<file path="src/rtl/mips_result_capture.sv">
// ---------------------------------------------------------------------------
// mips_result_capture
//
// Watches the processor's 32-bit result bus. Every new value goes into a
// show-ahead FIFO, which a downstream reader drains over a valid/ready port.
// A value counts as new when it differs from the last enabled sample, or when
// it is the first enabled sample after reset. A new value that finds the FIFO
// full, with no pop on the same edge, is dropped. Dropped values set a sticky
// overflow flag and advance a saturating drop counter.
//
// Ports
//   clk          in   single clock, rising edge
//   reset        in   synchronous, active-high; clears all state
//   result       in   [31:0] processor result bus, sampled every edge
//   capture_en   in   gates pushes and change-detector updates
//   rd_valid     out  FIFO non-empty
//   rd_ready     in   reader accepts the head entry when rd_valid is high
//   rd_data      out  [31:0] head entry (show-ahead); 0 while empty
//   level        out  [log2(DEPTH):0] occupancy, 0..DEPTH
//   full         out  level == DEPTH
//   overflow     out  sticky, at least one value dropped since reset
//   drop_count   out  [CNT_W-1:0] dropped values, saturating
//   total_count  out  [31:0] accepted values, wraps
// ---------------------------------------------------------------------------
module mips_result_capture #(
    parameter int DEPTH = 16,
    parameter int CNT_W = 16
) (
    input  logic                     clk,
    input  logic                     reset,
    input  logic [31:0]              result,
    input  logic                     capture_en,
    output logic                     rd_valid,
    input  logic                     rd_ready,
    output logic [31:0]              rd_data,
    output logic [$clog2(DEPTH):0]   level,
    output logic                     full,
    output logic                     overflow,
    output logic [CNT_W-1:0]         drop_count,
    output logic [31:0]              total_count
);

    localparam int AW = $clog2(DEPTH);
    localparam int LW = AW + 1;
    localparam logic [LW-1:0] LEVEL_FULL = LW'(DEPTH);

    // Change detector
    logic [31:0]      last_q, last_d;
    logic             seen_q, seen_d;

    // FIFO bookkeeping
    logic [AW-1:0]    wr_ptr_q, wr_ptr_d;
    logic [AW-1:0]    rd_ptr_q, rd_ptr_d;
    logic [LW-1:0]    level_q, level_d;

    // Accounting
    logic             overflow_q, overflow_d;
    logic [CNT_W-1:0] drop_q, drop_d;
    logic [31:0]      total_q, total_d;

    logic [31:0]      mem [DEPTH];

    logic req, pop, push, drop;

    // Every handshake term comes from registered state and the current
    // inputs. rd_valid and full therefore never see rd_ready or result
    // combinationally.
    assign rd_valid = (level_q != '0);
    assign full     = (level_q == LEVEL_FULL);
    assign req      = capture_en && (!seen_q || (result != last_q));
    assign pop      = rd_valid && rd_ready;
    // A pop on the same edge frees a slot, so a full FIFO still accepts.
    assign push     = req && (!full || pop);
    assign drop     = req && full && !pop;

    // NOTE: every variable written here gets a default first. An assignment
    // missing on any path would infer a latch.
    always_comb begin
        last_d     = last_q;
        seen_d     = seen_q;
        wr_ptr_d   = wr_ptr_q;
        rd_ptr_d   = rd_ptr_q;
        level_d    = level_q;
        overflow_d = overflow_q;
        drop_d     = drop_q;
        total_d    = total_q;

        // The last value follows the bus even on a drop. A held value is
        // then not requested again on the next cycle.
        if (capture_en) begin
            last_d = result;
            seen_d = 1'b1;
        end

        if (push) begin
            wr_ptr_d = wr_ptr_q + AW'(1);
            total_d  = total_q + 32'd1;
        end
        if (pop) begin
            rd_ptr_d = rd_ptr_q + AW'(1);
        end

        if (push && !pop) begin
            level_d = level_q + LW'(1);
        end else if (pop && !push) begin
            level_d = level_q - LW'(1);
        end

        if (drop) begin
            overflow_d = 1'b1;
            if (!(&drop_q)) begin
                drop_d = drop_q + CNT_W'(1);
            end
        end
    end

    // NOTE: sequential state uses non-blocking assignments only. Every
    // register then samples its pre-edge value, whatever the statement order.
    always_ff @(posedge clk) begin
        if (reset) begin
            last_q     <= '0;
            seen_q     <= 1'b0;
            wr_ptr_q   <= '0;
            rd_ptr_q   <= '0;
            level_q    <= '0;
            overflow_q <= 1'b0;
            drop_q     <= '0;
            total_q    <= '0;
        end else begin
            last_q     <= last_d;
            seen_q     <= seen_d;
            wr_ptr_q   <= wr_ptr_d;
            rd_ptr_q   <= rd_ptr_d;
            level_q    <= level_d;
            overflow_q <= overflow_d;
            drop_q     <= drop_d;
            total_q    <= total_d;
        end
    end

    // NOTE: the storage array has no reset. A write during reset is harmless
    // because the pointers and level restart at 0. The read port masks the
    // stale entries while the FIFO is empty.
    always_ff @(posedge clk) begin
        if (push) begin
            mem[wr_ptr_q] <= result;
        end
    end

    assign rd_data     = rd_valid ? mem[rd_ptr_q] : 32'd0;
    assign level       = level_q;
    assign overflow    = overflow_q;
    assign drop_count  = drop_q;
    assign total_count = total_q;

endmodule
</file>
<file path="config.mk">
export PLATFORM = sky130hd
export DESIGN_NAME = mips_result_capture
export DESIGN_NICKNAME = d
export VERILOG_FILES = /design/src/rtl/mips_result_capture.sv
export SDC_FILE = /design/constraint.sdc
export NUM_CORES = 1
export LEC_CHECK = 0
export ABC_AREA = 1
export ABC_CLOCK_PERIOD_IN_PS = 5950
export BUFFER_PORTS_ARGS = -buffer_cell sky130_fd_sc_hd__buf_2
export CAP_MARGIN = 20
export CELL_PAD_IN_SITES_DETAIL_PLACEMENT = 0
export CELL_PAD_IN_SITES_GLOBAL_PLACEMENT = 2
export CORE_UTILIZATION = 45
export CTS_CLUSTER_SIZE = 10
export DETAILED_ROUTE_END_ITERATION = 16
export GPL_TIMING_DRIVEN = 0
export PLACE_DENSITY = 0.95
export SYNTH_ARGS = -nofsm -noshare
export SYNTH_HDL_FRONTEND = slang
export SYNTH_SLANG_ARGS = --single-unit
</file>
<file path="constraint.sdc">
create_clock -name clk -period 5.95 [get_ports clk]
set_clock_uncertainty 0.1 [all_clocks]
set_input_delay 1.785 -clock clk [delete_from_list [all_inputs] [get_ports clk]]
set_output_delay 1.785 -clock clk [all_outputs]
set_load 0.05 [all_outputs]
</file>
==> results of run 1 <==
[path summary, 6_finish.rpt]
kind                 start          end  slack (ns)
setup reg to reg  level[0]     level[4]        2.66
hold reg to reg   overflow     overflow        0.35
hold / removal    overflow     overflow        0.35
setup / recovery  register  rd_data[25]        0.26
[worst reg2reg max path, cell delays in order, from the launching register on]
cell and delay [ns]:
sky130_fd_sc_hd__dfxtp_1 0.36, sky130_fd_sc_hd__nor2_1 0.13, sky130_fd_sc_hd__nand3_1 0.18, sky130_fd_sc_hd__nor2_2 0.56, sky130_fd_sc_hd__inv_1 0.18, sky130_fd_sc_hd__nand2_1 0.17, sky130_fd_sc_hd__ha_1 0.21, sky130_fd_sc_hd__inv_1 0.11
sky130_fd_sc_hd__fa_1 0.42, sky130_fd_sc_hd__a21o_1 0.18, sky130_fd_sc_hd__a21oi_1 0.17, sky130_fd_sc_hd__nor2_1 0.06, sky130_fd_sc_hd__nor2_1 0.08, sky130_fd_sc_hd__nand2_1 0.07, sky130_fd_sc_hd__o21ai_0 0.14, sky130_fd_sc_hd__a21oi_1 0.05
[cells by family after synthesis]
family,count (synthesis)
and+or+nand+nor,754
DFF,611
AOI/OAI and AO/OA,565
buffers and inverters,243
xor gates and xnor gates,51
adders and majority gates,12
[cell type report]
type,instances,area (um2)
plain buffers,136,641.9
clock buffers,94,1969
clock inverters,8,48.80
fillers,4737,25970
inverters,107,404.1
multi-input cells,1382,7123
flip-flops and latches,611,17360
well taps,748,935.9
repair buffers,138,960.9
[per-stage QoR]
step	worst slack [ns]	total power [mW]
after CTS	0.3729	11.87
after global placement	-0.9077	7.900
final	0.2649	11.87
after floorplan	1.432	6.899
after global routing	0.3086	12.29
after detailed placement	0.8884	7.983
[per-layer routing]
metal,vias to the layer above,track usage (%),routed length [um],share of wire (%)
li1,8442,-,-,-
met1,9026,34.75,29950,39
met5,-,0,27,0.035
met3,189,5.509,7477,9.8
met2,989,44.07,36000,47
met4,4,10.66,2909,3.8
[power by group through the flow]
stage	sequential [mW]	combinational, mW	clock, mW
2_1_floorplan	4.94	1.96	0
3_3_place_gp	4.91	2.99	0
3_5_place_dp	4.90	3.08	0
4_1_cts	4.82	3.10	3.96
5_1_grt	4.83	3.34	4.13
6_report	4.82	3.13	3.92
[sequential cells by signal (all words and copies together) (netlist names), named ones only]
| name | flops |
|---|---|
| overflow | 1 |
| total_count | 32 |
| mem | 512 |
| level | 5 |
| drop_count | 16 |
| wr_ptr_q | 4 |
| last_q | 32 |
| rd_ptr_q | 4 |
| seen_q | 1 |
[placed cells by master, fill, tap and decap left out, drive strengths merged]
| master | count |
|---|---|
| a211oi | 1 |
| a21o | 1 |
| a21oi | 116 |
| a31o | 1 |
| buf | 192 |
| clkbuf | 176 |
| clkinv | 7 |
| dfxtp | 99 |
| edfxtp | 512 |
| fa | 1 |
| ha | 11 |
| inv | 108 |
| nand2 | 241 |
| nand3 | 68 |
| nand3b | 2 |
| nand4 | 21 |
| nor2 | 390 |
| nor2b | 1 |
| nor3 | 25 |
| nor4 | 6 |
| o21ai | 318 |
| o221ai | 96 |
| o22ai | 32 |
| xnor2 | 17 |
| xor2 | 34 |
==> impl_summary.txt, run 1 <==
----------------------------------------------------
[Status]
  Result of the run ... completed

[Drt]
  Number of nets with antenna violations after routing ... 0
  Number of optimization iterations in the first detailed-route pass ... 8
  DR vias ... 18650
  Total Routed Length ... 76.37 mm
  Initial drt markers ... 2085
  DRC Markers ... 0
  Average via count per standard cell ... 5.785
  Drt wl/cell ... 23.69 um

[Yosys]
  Library cell occupying the most area in the post-synthesis netlist ... sky130_fd_sc_hd__edfxtp_1
  Synth area leaders ... sky130_fd_sc_hd__edfxtp_1 61%, sky130_fd_sc_hd__dfxtp_1 7.8%, sky130_fd_sc_hd__o21ai_0 5.9%
  Post-synthesis xor/xnor area fraction ... 1.758%
  Post-synthesis compound-gate area fraction ... 12.87%
  Post-Synthesis Mean Instance Area ... 11.36 um2
  Synth Register Bits ... 611
  Ranking of synthesized cells by instance count ... 512 x sky130_fd_sc_hd__edfxtp_1, 387 x sky130_fd_sc_hd__nor2_1, 299 x sky130_fd_sc_hd__o21ai_0
  Post-synthesis instance total ... 2236
  Fraction of the mapped netlist area in simple logic gates ... 12.31%
  Largest family of logic cells by synthesized area ... compound AO/OA/AOI/OAI gates
  Syn nets ... 2284
  Yosys synthesis warning count ... 0
  Post-synth EDFFs ... 512
  Share of cell area taken by muxes after synthesis ... 0%
  Sequential area share after synthesis ... 68.32%
  Post-synthesis instance area ... 0.02541 mm2
  Primary flip-flop cell chosen by synthesis mapping ... sky130_fd_sc_hd__edfxtp_1
  Most frequently used cell type in the post-synthesis netlist ... sky130_fd_sc_hd__edfxtp_1
  Async set-reset flop share out of synthesis ... 0%
  Count of unique library cells instantiated by Yosys ... 40
  Adder and majority gate portion of the synthesized area ... 0.6205%
  Post-synth top area share ... 60.52%

[Clock tree]
  Worst-Skew Late Latency ... 0.60 ns
  H-tree levels ... 3
  Cts hold-fix bufs ... 0
  Number of setup buffers added after CTS ... 0
  Root Buffer ... sky130_fd_sc_hd__clkbuf_16
  Number of buffers created by CTS ... 72
  TritonCTS clock tree ... built
  Clk slew on worst S/H paths ... 0.06 ns
  Maximum clock insertion buffer count ... 3
  # resized after CTS ... 0
  CTS sink count ... 611

[STA]
  Maximum achievable frequency ... 175.9 MHz
  Least-Margin Pin Slew ... 1.042 ns
  Setup total negative slack ... 0 ns
  Portion of the clock cycle consumed by the worst path in the final layout ... 95.55%
  Post-route worst hold slack ... 0.3500 ns
  Finish-stage setup viols ... 0
  Max Slew Vio Count ... 0
  Time the final worst path needs with I/O delays and setup ... 5.685 ns
  RSZ-0062 raised after global routing ... false
  Hold Violations, Final ... 0
  Worst relative slew slack ... 30.50%

[Power and ir drop]
  Power Dens Cells ... 403.1 mW/mm2
  Static leakage ... 10.04 nW
  Total internal power ... 7.779 mW
  Seq pwr share ... 40.6%
  Switching power share of the total ... 34.46%
  Net switching power ... 4.090 mW
  Peak supply drop ... 0.2405 mV
  Share of total power in the clock network ... 33.0%
  Combinational share of power ... 26.4%

[Die]
  Initial Utilization ... 45.85%
  Area of the placeable core ... 0.05542 mm2
  Top Ports ... 124
  Row Count ... 86
  Total Die Area ... 0.05741 mm2
  Die Span Y ... 239.6 um
  Horiz. Die Dim ... 239.6 um

[Cells and area]
  Layout Utilization ... 53.13%
  Syn-to-layout area delta ... 15.88%
  Final Net Count ... 2496
  Fin area ... 0.02944 mm2
  Number of diodes added for antenna fixing ... 0
  Post-Layout Cell Count ... 3224
  Share of cells above drive strength 1 ... 12.76%

[Critical path]
  Crit path top cell by count ... sky130_fd_sc_hd__clkbuf_1
  Worst setup SP type ... register
  Crit path largest cell delay ... 0.76 ns
  Max stage delay cell, worst path ... sky130_fd_sc_hd__buf_1
  Crit path required time ... 4.07 ns
  Number of cells on the critical path ... 7
  Setup Crit Path Kind ... reg2out
  CP Data Arrival Time ... 3.80 ns
  Cells along the critical path ... clkbuf_1, inv_1, clkbuf_1, buf_1, nand3_1, a21oi_1, buf_2
  Gate family responsible for the most delay along the worst path ... buffers and inverters
  Maximum fanout along the worst path ... 10
  Depth of the worst register-to-register path ... 15
  Buffer and inverter count on the worst path ... 5
  Crit. End Element ... output port

[Place]
  Number of cells after detailed placement ... 3122
  Number of buffers added on ports ... 122
  Placed standard-cell area ... 0.02742 mm2
  RD Place Congestion ... 0.8643
  Sum of net half-perimeters after detailed placement ... 50.42 mm

[Hold path]
  Path category of the worst min-delay check ... reg2reg
  Number of instances on the worst hold path ... 2

[Global route]
  Global-route wire length before repair ... 113.1 mm
  Overflow after GRT ... 0
  Number of global-route vias before repair ... 18260
  Antenna violations before repair ... 3
  Total Routing Usage GR ... 26.83%
  Maximum number of pins on one net before global-route repair ... 23

[Flow run]
  # Max-Cap Violations ... 0

----------------------------------------------------
(Power assumes the default switching activity.)
==> run 2: changes to the inputs <==
--- a/config.mk
+++ b/config.mk
@@ -6,16 +6,17 @@
 export NUM_CORES = 1
 export LEC_CHECK = 0
 export ABC_AREA = 1
-export ABC_CLOCK_PERIOD_IN_PS = 5950
+export ABC_CLOCK_PERIOD_IN_PS = 4800
 export BUFFER_PORTS_ARGS = -buffer_cell sky130_fd_sc_hd__buf_2
 export CAP_MARGIN = 20
 export CELL_PAD_IN_SITES_DETAIL_PLACEMENT = 0
 export CELL_PAD_IN_SITES_GLOBAL_PLACEMENT = 2
-export CORE_UTILIZATION = 45
+export CORE_UTILIZATION = 38
 export CTS_CLUSTER_SIZE = 10
 export DETAILED_ROUTE_END_ITERATION = 16
 export GPL_TIMING_DRIVEN = 0
-export PLACE_DENSITY = 0.95
+export PLACE_DENSITY = 0.86
+export SETUP_SLACK_MARGIN = 0.3
 export SYNTH_ARGS = -nofsm -noshare
 export SYNTH_HDL_FRONTEND = slang
 export SYNTH_SLANG_ARGS = --single-unit
==> constraint.sdc (replaced) <==
create_clock -name clk -period 4.8 [get_ports clk]
set_clock_uncertainty 0.1 [all_clocks]
set_input_delay 1.44 -clock clk [delete_from_list [all_inputs] [get_ports clk]]
set_output_delay 1.44 -clock clk [all_outputs]
set_load 0.05 [all_outputs]
==> run 2 against run 1 <==
  * Largest power group unchanged
  * Critical path type unchanged
  * Non-clock buffer count unchanged
  * First-iteration DRC count fell by 2.5%
  * Power grew 26%
  * Sequential power grew 24%
  * Register-to-register slack worse by 1.1 ns
  * Die area increased by 18%
  * Largest cell class unchanged
  * Sequential cell count unchanged
  * Highest routed layer unchanged
  * The flow now finishes with violations (design-rule violations)
  * Sequential share of layout area shrank 0.78 points
  * Count of clock-buffer cells in the layout grew 3
==> impl_summary.txt, run 2 (same netlist as run 1, synthesis figures left out) <==
----------------------------------------------------
[STA]
  Maximum achievable frequency ... 222.4 MHz
  Max Slew Vio Count ... 0 (unchanged)
  Worst relative slew slack ... 36.14% (+5.6 points)
  Portion of the clock cycle consumed by the worst path in the final layout ... 93.70%
  Least-Margin Pin Slew ... 0.9579 ns (-0.08458 ns)
  Setup total negative slack ... 0 ns (unchanged)
  RSZ-0062 raised after global routing ... true
  Finish-stage setup viols ... 0 (unchanged)
  Final WS setup ... 0.3026 ns (+0.03772 ns)
  Hold Violations, Final ... 0 (unchanged)
  Time the final worst path needs with I/O delays and setup ... 4.497 ns

[Critical path]
  Startpoint of the worst register-to-register path ... level[1]
  Max stage delay cell, worst path ... sky130_fd_sc_hd__buf_2
  Worst setup SP type ... register
  Depth of the worst register-to-register path ... 17 (+2)
  Maximum fanout along the worst path ... 10 (unchanged)
  Worst r2r dst ... level[4]
  Crit. End Element ... output port
  Crit path largest cell delay ... 0.45 ns (-0.31 ns)
  Minimum setup slack among reg-to-reg paths ... 1.54 ns (-1.12 ns)
  Setup Crit Path Kind ... reg2out
  Buffer and inverter count on the worst path ... 5 (unchanged)
  Cells along the critical path ... clkbuf_2, inv_1, clkbuf_2, buf_2, nand3_1, a21oi_1, buf_2
  Gate family responsible for the most delay along the worst path ... buffers and inverters
  CP Data Arrival Time ... 2.96 ns (-0.84 ns)
  Crit path required time ... 3.26 ns (-0.81 ns)

[Die]
  Total Die Area ... 0.06789 mm2 (+18%)
  Horiz. Die Dim ... 260.6 um (+8.7%)
  Area of the placeable core ... 0.06598 mm2 (+19%)
  Initial Utilization ... 38.50% (-7.3 points)
  Top Ports ... 124 (unchanged)
  Die Span Y ... 260.6 um (+8.7%)
  Row Count ... 94 (+9.3%)

[Hold path]
  Terminating pin of the worst hold path ... overflow
  Path category of the worst min-delay check ... reg2reg
  Hold Crit Start ... overflow
  Number of instances on the worst hold path ... 2 (unchanged)

[Cells and area]
  Most frequent standard cell in the layout excluding fill and tap cells ... sky130_fd_sc_hd__edfxtp_1
  Number of diodes added for antenna fixing ... 0 (unchanged)
  Top library cells by usage in the layout, fill and taps aside ... 512 x sky130_fd_sc_hd__edfxtp_1, 371 x sky130_fd_sc_hd__nor2_1, 297 x sky130_fd_sc_hd__o21ai_0
  Share of cells above drive strength 1 ... 15.09% (+2.3 points)
  Syn-to-layout area delta ... 17.46%
  Final Net Count ... 2497 (+0.040%)
  Flip-flop count of the largest register, all copies and words added ... 512 (unchanged)
  Most flops, register ... mem
  Fin area ... 0.02984 mm2 (+1.4%)

[Clock tree]
  Root Buffer ... sky130_fd_sc_hd__clkbuf_16
  Worst-Skew Late Latency ... 0.62 ns (+0.02 ns)
  H-tree levels ... 3 (unchanged)
  Clk slew on worst S/H paths ... 0.06 ns (about the same)
  Number of buffers created by CTS ... 73 (+1.4%)
  Maximum clock insertion buffer count ... 3 (unchanged)
  TritonCTS clock tree ... built
  Number of setup buffers added after CTS ... 0 (unchanged)
  CTS sink count ... 611 (unchanged)

[Drt]
  Average via count per standard cell ... 5.535 (-4.3%)
  Number of nets with antenna violations after routing ... 0 (unchanged)
  Number of optimization iterations in the first detailed-route pass ... 12 (+4)
  DR vias ... 18510 (-0.78%)
  Initial drt markers ... 2032 (-2.5%)
  DRC Markers ... 4 (+4)
  Total Routed Length ... 78.30 mm (+2.5%)
  Drt wl/cell ... 23.42 um (-1.1%)

[Status]
  Violated checks ... design-rule violations
  Result of the run ... complete, but fails checks

[Global route]
  Total Routing Usage GR ... 23.12% (-3.7 points)
  Overflow after GRT ... 0 (unchanged)
  Global-route wire length before repair ... 115.4 mm (+2.0%)
  Antenna violations before repair ... 3 (unchanged)
  Maximum number of pins on one net before global-route repair ... 26 (+13%)
  Number of global-route vias before repair ... 18250 (-0.066%)

[Power and ir drop]
  Static leakage ... 10.24 nW (+2.0%)
  Peak supply drop ... 0.2917 mV (+21%)
  Power Dens Cells ... 502.4 mW/mm2 (+25%)

[Place]
  Sum of net half-perimeters after detailed placement ... 53.00 mm (+5.1%)
  Worst setup timing slack at the placement stage ... -0.001353 ns (-0.8898 ns)
  RD Place Congestion ... 0.8833 (+2.2%)
  Placed standard-cell area ... 0.02761 mm2 (+0.67%)
  Number of buffers added on ports ... 122 (unchanged)

[Flow run]
  # Max-Cap Violations ... 0 (unchanged)

----------------------------------------------------
[run 2: cell types whose count changed in the layout (fill, tap and decap cells not counted), sizes merged]
cell    delta
buf        -7
inv        +5
bufinv     +1
clkbuf    +10
clkinv     -6
[run 2: area by class of cell]
cell class                 instances  area [um2]
fill                            6102       36140
clock inverter                     8       120.1
multi-input combinational       1382        7166
clock buffer                      97        1947
tap                              864        1081
buffer                           136       740.7
timing repair buffer             138        1023
inverter                         107       404.1
sequential                       611       17360
[run 2: per-stage QoR]
step / cells / util (%) / hold slack, ns / power [mW]
after floorplan: 2236 / - / 0.3362 / 8.552
after global placement: 3222 / 41.07 / 0.3451 / 9.854
after detailed placement: 3238 / 41.84 / 0.3476 / 9.944
after CTS: 3343 / 45.15 / 0.3617 / 15.00
after global routing: 3343 / 45.23 / 0.3863 / 15.53
final: 3343 / 45.23 / 0.3595 / 14.99
[run 2: routing by layer]
| layer | global-route usage (%) | wire, um |
|---|---|---|
| met1 | 29.86 | 31570 |
| met2 | 37.99 | 37180 |
| met3 | 5.206 | 7279 |
| met4 | 8.463 | 2250 |
| met5 | 0 | 16 |
[run 2: worst max path at each step]
stage / slack, ns / from / to / depth (start not counted)
after floorplan: 0.63 / result[10] / mem[0][0] / 12
final: 0.30 / register / rd_data[26] / 7
after global placement: -1.81 / result[3] / mem[0][27] / 11
after global routing: 0.28 / register / rd_data[28] / 8
after detailed placement: -0.001 / result[6] / level[4] / 21
after CTS: 0.30 / register / rd_data[21] / 10
[run 2: repair_timing]
item                       CTS  global route
hold buffers                 0             0
hold endpoints to repair     0             0
setup endpoints to repair   32            31
resized for setup           68            28
pin swaps                    1             1
[run 2: worst register-to-register path: stages, from the launching register on]
cell and delay [ns]:
sky130_fd_sc_hd__dfxtp_1 0.37, sky130_fd_sc_hd__nor2_1 0.11, sky130_fd_sc_hd__nand3_1 0.21, sky130_fd_sc_hd__nor3_4 0.41, sky130_fd_sc_hd__inv_2 0.09, sky130_fd_sc_hd__nand3_4 0.18
sky130_fd_sc_hd__inv_4 0.11, sky130_fd_sc_hd__buf_6 0.16, sky130_fd_sc_hd__ha_1 0.22, sky130_fd_sc_hd__inv_1 0.14, sky130_fd_sc_hd__ha_1 0.30, sky130_fd_sc_hd__a21o_1 0.20
sky130_fd_sc_hd__a21oi_1 0.16, sky130_fd_sc_hd__nor2_1 0.06, sky130_fd_sc_hd__nor2_1 0.08, sky130_fd_sc_hd__nand2_1 0.07, sky130_fd_sc_hd__o21ai_0 0.14, sky130_fd_sc_hd__a21oi_1 0.05
[run 2: where the power goes]
part / switching [mW] / leakage, nW / internal (mW)
clock: 2.12 / 1.00 / 2.88
sequential: 0.0795 / 5.43 / 5.89
combinational: 3.00 / 3.80 / 1.01
total: 5.20 / 10.2 / 9.79
